--- config.mk ---
export PLATFORM = sky130hd
export DESIGN_NAME = comar_demask_out_flat
export DESIGN_NICKNAME = d
export VERILOG_FILES = /design/src/rtl/comar_pkg.sv /design/src/rtl/comar_demask_out_if.sv /design/src/rtl/comar_share_reg.sv /design/src/rtl/comar_demask_out.sv /design/src/flat_wrapper.sv
export SDC_FILE = /design/constraint.sdc
export NUM_CORES = 1
export LEC_CHECK = 0
export CAP_MARGIN = 40
export CELL_PAD_IN_SITES_DETAIL_PLACEMENT = 1
export CELL_PAD_IN_SITES_GLOBAL_PLACEMENT = 2
export CORE_MARGIN = 8
export CORE_UTILIZATION = 31
export DETAILED_ROUTE_END_ITERATION = 8
export PLACE_DENSITY = 0.81
export REMOVE_ABC_BUFFERS = 1
export SLEW_MARGIN = 20
export SYNTH_ARGS = -nofsm -noshare
export SYNTH_HDL_FRONTEND = slang
export SYNTH_SLANG_ARGS = --single-unit
--- constraint.sdc ---
create_clock -name clk -period 2.45 [get_ports clk]
set_clock_uncertainty 0.15 [all_clocks]
set_input_delay 0.245 -clock clk [delete_from_list [all_inputs] [get_ports clk]]
set_output_delay 0.245 -clock clk [all_outputs]
set_load 0.03 [all_outputs]
--- src/rtl/comar_pkg.sv ---
// Shared definitions for the COMAR output demasking slice: FSM encoding and
// limits used when checking build parameters.
package comar_pkg;

    typedef enum logic [1:0] {
        IDLE    = 2'd0,
        SETTLE  = 2'd1,
        COMBINE = 2'd2,
        OUT     = 2'd3
    } comar_state_e;

    localparam int COMAR_MAX_DELAY = 15;
    localparam int SHARES          = 2;

endpackage

--- src/rtl/comar_demask_out_if.sv ---
// Handshake bundle of the demasking block: masked share pair in, unmasked
// word out. The slave modport is the block's own view.
interface comar_demask_out_if #(
    parameter int WIDTH = 8
);
    logic             in_valid;
    logic             in_ready;
    logic [WIDTH-1:0] share0;
    logic [WIDTH-1:0] share1;
    logic             out_valid;
    logic             out_ready;
    logic [WIDTH-1:0] out_data;
    logic             busy;

    modport master (
        output in_valid, share0, share1, out_ready,
        input  in_ready, out_valid, out_data, busy
    );

    modport slave (
        input  in_valid, share0, share1, out_ready,
        output in_ready, out_valid, out_data, busy
    );
endinterface

--- src/rtl/comar_share_reg.sv ---
// WIDTH-bit holding register with async reset, synchronous clear and load.
// Clear wins over load so zeroization can never be skipped.
module comar_share_reg #(
    parameter int WIDTH = 8
) (
    input  logic             clk,
    input  logic             rst,
    input  logic             i_clr,
    input  logic             i_load,
    input  logic [WIDTH-1:0] i_d,
    output logic [WIDTH-1:0] o_q
);

    logic [WIDTH-1:0] r_q;

    always_ff @(posedge clk or posedge rst) begin
        if (rst) begin
            r_q <= '0;
        end else if (i_clr) begin
            r_q <= '0;
        end else if (i_load) begin
            r_q <= i_d;
        end
    end

    assign o_q = r_q;

endmodule

--- src/rtl/comar_demask_out.sv ---
// Output-end decoder: registers each share separately, waits DELAY cycles,
// recombines into u_q and offers the unmasked word on a valid/ready port.
module comar_demask_out
    import comar_pkg::*;
#(
    parameter int WIDTH = 8,
    parameter int DELAY = 1
) (
    input  logic               clk,
    input  logic               rst,
    comar_demask_out_if.slave  bus
);

    generate
        if (WIDTH < 1 || WIDTH > 64 || DELAY < 1 || DELAY > COMAR_MAX_DELAY) begin : g_param_check
            $error("comar_demask_out: WIDTH must be 1..64 and DELAY 1..15");
        end
    endgenerate

    comar_state_e     r_state;
    logic [3:0]       r_cnt;
    logic             r_in_ready;
    logic             r_out_valid;
    logic             r_busy;

    logic [WIDTH-1:0] w_s0_q;
    logic [WIDTH-1:0] w_s1_q;
    logic [WIDTH-1:0] w_u_q;
    logic [WIDTH-1:0] w_u_d;
    logic             w_capture;
    logic             w_combine;
    logic             w_release;

    assign w_capture = (r_state == IDLE) && bus.in_valid;
    assign w_combine = (r_state == COMBINE);
    assign w_release = (r_state == OUT) && bus.out_ready;

    // Both shares are masked before the XOR so the recombination is silent
    // outside COMBINE; this is the only point where the shares meet.
    assign w_u_d = ({WIDTH{w_combine}} & w_s0_q) ^ ({WIDTH{w_combine}} & w_s1_q);

    comar_share_reg #(.WIDTH(WIDTH)) u_s0 (
        .clk(clk), .rst(rst), .i_clr(w_combine), .i_load(w_capture),
        .i_d(bus.share0), .o_q(w_s0_q)
    );

    comar_share_reg #(.WIDTH(WIDTH)) u_s1 (
        .clk(clk), .rst(rst), .i_clr(w_combine), .i_load(w_capture),
        .i_d(bus.share1), .o_q(w_s1_q)
    );

    comar_share_reg #(.WIDTH(WIDTH)) u_u (
        .clk(clk), .rst(rst), .i_clr(w_release), .i_load(w_combine),
        .i_d(w_u_d), .o_q(w_u_q)
    );

    always_ff @(posedge clk or posedge rst) begin
        if (rst) begin
            r_state     <= IDLE;
            r_cnt       <= 4'd0;
            r_in_ready  <= 1'b1;
            r_out_valid <= 1'b0;
            r_busy      <= 1'b0;
        end else begin
            case (r_state)
                IDLE: begin
                    if (bus.in_valid) begin
                        r_cnt      <= 4'(DELAY - 1);
                        r_state    <= SETTLE;
                        r_in_ready <= 1'b0;
                        r_busy     <= 1'b1;
                    end
                end
                SETTLE: begin
                    if (r_cnt != 4'd0) begin
                        r_cnt <= r_cnt - 4'd1;
                    end else begin
                        r_state <= COMBINE;
                    end
                end
                COMBINE: begin
                    r_state     <= OUT;
                    r_out_valid <= 1'b1;
                end
                OUT: begin
                    if (bus.out_ready) begin
                        r_state     <= IDLE;
                        r_out_valid <= 1'b0;
                        r_in_ready  <= 1'b1;
                        r_busy      <= 1'b0;
                    end
                end
                default: begin
                    r_state <= IDLE;
                end
            endcase
        end
    end

    assign bus.in_ready  = r_in_ready;
    assign bus.out_valid = r_out_valid;
    assign bus.out_data  = r_out_valid ? w_u_q : '0;
    assign bus.busy      = r_busy;

endmodule

--- src/flat_wrapper.sv ---
// flat-port wrapper written by rule: the top's interface ports become plain ports
module comar_demask_out_flat import comar_pkg::*;
#(
    parameter int WIDTH = 8,
    parameter int DELAY = 1
)
  (clk, rst, bus_in_valid, bus_share0, bus_share1, bus_out_ready, bus_in_ready, bus_out_valid, bus_out_data, bus_busy);
  comar_demask_out_if #(.WIDTH(WIDTH)) bus_i ();
  input  logic clk;
  input  logic rst;
  input wire logic [$bits(bus_i.in_valid)-1:0] bus_in_valid;
  input wire logic [$bits(bus_i.share0)-1:0] bus_share0;
  input wire logic [$bits(bus_i.share1)-1:0] bus_share1;
  input wire logic [$bits(bus_i.out_ready)-1:0] bus_out_ready;
  output wire logic [$bits(bus_i.in_ready)-1:0] bus_in_ready;
  output wire logic [$bits(bus_i.out_valid)-1:0] bus_out_valid;
  output wire logic [$bits(bus_i.out_data)-1:0] bus_out_data;
  output wire logic [$bits(bus_i.busy)-1:0] bus_busy;
  assign bus_i.in_valid = bus_in_valid;
  assign bus_i.share0 = bus_share0;
  assign bus_i.share1 = bus_share1;
  assign bus_i.out_ready = bus_out_ready;
  assign bus_in_ready = bus_i.in_ready;
  assign bus_out_valid = bus_i.out_valid;
  assign bus_out_data = bus_i.out_data;
  assign bus_busy = bus_i.busy;
  comar_demask_out #(.WIDTH(WIDTH), .DELAY(DELAY)) u_core (.clk(clk), .rst(rst), .bus(bus_i));
endmodule
Word-level counts from Yosys, hierarchy flattened
Index checks and enable logic that the tools add are counted.
- register bits: 33
- input port bits: 20
- output and inout bits: 11
- word-level logic and storage cells: 53
- mux-type cells: 21
- reduce and logical (&&, ||, !) cells: 13
- equality and inequality tests: 7
- bitwise gates (word level): 3
- add/sub/neg operators: 1
- operators with widths (cell ; number):
    8-bit 2-to-1 mux ; 7
    8-bit bitwise AND ; 2
    2-bit nonzero test ; 5
    3-bit AND reduction ; 3
    4-bit 2-to-1 mux ; 2
    2-bit one-hot mux with 4 select lines ; 1
    4-bit one-hot mux with 2 select lines ; 1
    8-bit bitwise XOR ; 1
    2-bit 2-to-1 mux ; 3
    2-bit != test (second input constant) ; 3
    1-bit one-hot mux with 2 select lines ; 3
    2-bit equality test (second input constant) ; 2
    1-bit 2-to-1 mux ; 4
    4-bit nonzero test ; 1
    4-bit by 1-bit subtractor with 4-bit output (second input constant) ; 1
    2-bit by 1-bit equality test with 1-bit output (second input constant) ; 1
    1-bit logical AND ; 2
    2-bit logical NOT ; 1
    2-bit by 1-bit != test with 1-bit output (second input constant) ; 1
    2-bit AND reduction ; 1

Longest topological paths before layout
- word-level depth: 5
- depth in mapped cells: 7
- gate-level depth less buffers: 5

Hierarchy
A second synthesis with hierarchy kept.
- cells, all modules: 165
- area total of the unflattened synthesis: 1742.9 sq um
- by module, submodules not included (module ; instances ; cells an instance ; area each (sq um) ; seq. area each (sq um)):
    comar_share_reg ; 3 ; 27 ; 329.1 ; 200.2
    comar_demask_out ; 1 ; 84 ; 755.7 ; 226.5

Worst setup path before layout
No wires, ideal clock.
- path type: register -> register
- start: reg u_core.r_cnt[0]
- end: reg u_core.r_state[1]
- data arrival time: 1667 ps
- data required time: 2173 ps
- slack: 506 ps
- library setup time: 127 ps
- clock period less this slack: 1944 ps
- stages on the path, launching flop included: 6
- buffers on the path: 0
- cell sequence: dfrtp_1 > inv_1 > ha_1 > or3b_4 > a222oi_1 > mux2_1
- word-level cells in the longest chain between the ends: 3
- RTL lines (item ; line ; source):
    start, declared ; comar_demask_out.sv:21 ; logic [3:0] r_cnt;
    start signal, assigned ; comar_demask_out.sv:68 ; r_cnt <= 4'(DELAY - 1);
    start signal, assigned ; comar_demask_out.sv:76 ; r_cnt <= r_cnt - 4'd1;
    4-bit nonzero test ; comar_demask_out.sv:75 ; if (r_cnt != 4'd0) begin
    2-bit != test (no source line) ; -- ;
    3-bit AND reduction (no source line) ; -- ;
    end signal, assigned ; comar_demask_out.sv:78 ; r_state <= COMBINE;
    end signal, assigned ; comar_demask_out.sv:82 ; r_state <= OUT;
    end signal, assigned ; comar_demask_out.sv:87 ; r_state <= IDLE;
    end, declared ; comar_demask_out.sv:20 ; comar_state_e r_state;
Every way passes these cells.
A chain may end at the register's enable or synchronous reset.

Final worst setup path
Same ends and word-level chain as after synthesis.

==> run summary <==
STATUS
----------------------------------------------------------------------------------------
Result of the run                                                              completed

GLOBAL ROUTING
----------------------------------------------------------------------------------------
Antenna violations before repair                                                       0
Total global-route track usage                                                    12.01%
Maximum number of pins on one net before global-route repair                          34
Global-route wire length before repair                                          7.086 mm
Vias in the first global route                                                      1467
GRT Residual Overflow                                                                  0

HOLD PATH
----------------------------------------------------------------------------------------
Min-delay worst type                                                        input port to async pin

SYNTHESIS
----------------------------------------------------------------------------------------
Share of the yosys chip area belonging to registers                               50.92%
Cell types with the largest area share after synthesis                      dfrtp_1 (49%), nand2_1 (11%), a21oi_1 (8.0%)
Cell variety after synth                                                              28
Area share of the largest cell type after synthesis                               49.31%
Count of flip-flops with a built-in enable after synthesis                             0
Library cell with the highest instance count after synthesis                     nand2_1
Synth Flop Type                                                                  dfrtp_1
Syn avg cell area                                                              9.175 µm²
Flip-flop and latch count after synthesis                                             33
Leading area contributor after synthesis                                         dfrtp_1
Syn Inst Count                                                                       177
Mapped cell area                                                                1624 µm²
Share of flip-flops with an asynchronous set or reset after synthesis             100.0%
Commonest cells in the synthesized netlist                                  nand2_1 (46), dfrtp_1 (32), a21oi_1 (26)
Count of synthesis-stage warnings from yosys                                           0

DIE
----------------------------------------------------------------------------------------
Count of boundary I/O pins                                                            31
Initial core utilization                                                          32.00%
Chip Height                                                                     88.38 µm
Number of rows in the core area                                                       26
Horiz. Die Dim                                                                  88.38 µm
Core ar.                                                                        5075 µm²
Floorplan die area                                                              7811 µm²

STA
----------------------------------------------------------------------------------------
PnR worst setup slack                                                          0.2870 ns
Crit share post-route                                                             88.29%
Final Hold Slack                                                               0.1962 ns
Least-Margin Pin Slew                                                          0.6362 ns
Endpoints failing setup                                                                0
Setup TNS                                                                           0 ns
Period minus WS final                                                           2.163 ns
Final count of pins violating max slew                                                 0
Final count of hold timing violations                                                  0
Setup repair after global routing missed its margin                                   no
Max Fclk                                                                       462.3 MHz
Relative max-transition margin                                                    57.48%

PLACEMENT
----------------------------------------------------------------------------------------
Placed cell count                                                                    273
Placed wire-length estimate after detailed placement                            2.980 mm
Placer Congestion                                                                 0.8112
Pre-CTS setup slack                                                            0.3037 ns
Input/output buffers                                                                  30

CLOCK NETWORK
----------------------------------------------------------------------------------------
CTS H-tree lvls                                                                        2
CTS clk-pin slew, worst paths                                                    0.07 ns
CTS Hold Buffers Added                                                                 0
Clock tree from TritonCTS                                                          built
Post-cts sizing count                                                                  0
TritonCTS buffer count                                                                 5
Maximum count of clock buffers along a single path                                     2
TritonCTS sink count                                                                  33
Clk_lat worst skew                                                               0.28 ns
Number of setup buffers added after CTS                                                0
Clock tree root driver cell                                                     clkbuf_8

WORST SETUP PATH
----------------------------------------------------------------------------------------
Worst Path Arrival                                                               2.18 ns
Data required time at the worst endpoint                                         2.47 ns
Minimum setup slack among reg-to-reg paths                                       0.29 ns
Crit-path max cell delay                                                         0.41 ns
Worst-path maximum fanout                                                              5
Startpoint-to-endpoint class of the critical path                           register to register
Cell-by-cell listing of the critical path                                   inv_1, ha_1, or3b_4, a222oi_1, mux2_1
Kind of start point of the critical path                                        register
Capturing element type of the critical path                                     register
Family with the most delay on the worst path                                  flip-flops
CP bufs+invs                                                                           1
Critical Path Slowest Stage Cell                                                 dfrtp_1

DETAILED ROUTING
----------------------------------------------------------------------------------------
Via density                                                                        4.800
Number of search-and-repair iterations in the first detailed-routing pass              4
DRT Wirelength                                                                  4.254 mm
Residual DRC count                                                                     0
First-iteration detailed-routing DRC count                                            44
Wire per inst                                                                   15.19 µm
Total via count after detailed routing                                              1344
Post-route ant nets                                                                    0

PWR
----------------------------------------------------------------------------------------
Maximum ir drop on the vdd rail                                                0.4668 mV
Power density of the placed cells                                            1277 nW/µm²
Overall Power                                                                    2699 µW
Leakage power                                                               0.0009157 µW

LAYOUT
----------------------------------------------------------------------------------------
Final instance count without filler cells                                            280
Count of filler cells inserted in the layout                                         615
Total number of nets in the final design                                             237
Antenna diode count                                                                    0
Ratio of cells with drive above 1 in the final layout                             6.667%
Area overhead of the layout relative to synthesis                                 30.20%

RUN
----------------------------------------------------------------------------------------
Number of maximum-capacitance violations                                               0

metrics by stage:
step / cell area (µm²) / utilization [%]
finish: 2115 / 41.67
global route: 2115 / 41.67
CTS: 2115 / 41.67
detailed placement: 2011 / 39.62
global placement: 2011 / 39.62
floorplan: 1593 / -
registers in the layout (all words and copies together) (netlist names):
register / count
u_core.u_s0.o_q: 8
u_core.u_s1.o_q: 8
u_core.u_u.o_q: 8
u_core.r_cnt: 4
u_core.r_state: 2
u_core.bus.busy: 1
u_core.bus.in_ready: 1
u_core.bus.out_valid: 1
power by group:
part / switching, µW / internal, µW / total [µW]
logic: 740 / 504 / 1240
clock network: 198 / 296 / 494
registers: 171 / 790 / 961
cells by family after synthesis:
kind of cell / Yosys count / share of synthesized area (%)
compound gates: 44 / 15.56
mux: 3 / 1.926
xor+xnor: 8 / 4.315
buf+inv: 16 / 3.775
fa+ha+maj: 7 / 5.393
simple gates: 66 / 18.11
flops: 33 / 50.92
worst register-to-register path, stage by stage (launching register included):
cell and delay, ns:
dfrtp_1 0.41, inv_1 0.14, ha_1 0.18, or3b_4 0.41, a222oi_1 0.38, mux2_1 0.38
routing by layer:
metal | wire [µm] | part of all wire, % | GRT usage (%)
met1 | 1866 | 44 | 13.36
met2 | 2158 | 51 | 20.57
met4 | 45 | 1.1 | 4.301
met3 | 184 | 4.3 | 4.271
met5 | 0 | 0 | 0
final timing paths:
path                            startpoint                  end  depth (start not counted)
max                        u_core.r_cnt[0]    u_core.r_state[1]                          5
min                                    rst      u_core.r_cnt[3]                          3
max reg2reg                u_core.r_cnt[0]    u_core.r_state[1]                          5
min reg2reg                u_core.r_cnt[2]      u_core.r_cnt[2]                          1
max in group asynchronous              rst  u_core.bus.in_ready                          3
min in group clk             bus_share1[4]   u_core.u_s1.o_q[4]                          3
area by class of cell:
class | count | area [µm²] | area share [%]
Multi-Input combinational cell | 128 | 735.7 | 34.79
Tap cell | 70 | 87.58 | 4.142
Timing Repair Buffer | 34 | 330.3 | 15.62
Clock buffer | 5 | 68.82 | 3.254
Inverter | 8 | 30.03 | 1.420
Sequential cell | 33 | 827.0 | 39.11
Clock inverter | 2 | 35.03 | 1.657
cells in the final DEF, fill, tap and decap left out:
master and instances:
nor2_1 4, or3b_4 1, bufinv_16 1, dfrtp_1 32
dfstp_2 1, clkdlybuf4s50_1 30, o31ai_1 2, clkinv_2 1
buf_4 4, inv_1 8, and2_1 9, o21ai_0 8
a222oi_1 1, a22oi_1 1, xor2_1 8, nor2b_1 2
and2_2 1, clkbuf_8 5, nand2_1 46, o2bb2ai_1 2
nand4_1 1, nand2b_1 1, ha_1 7, or3_1 1
mux2_1 1, o41ai_1 1, o311ai_0 1, a31oi_1 1
a21oi_1 26, a2bb2oi_1 1, mux2i_1 2
No activity file was read; power rests on OpenSTA's default activity.
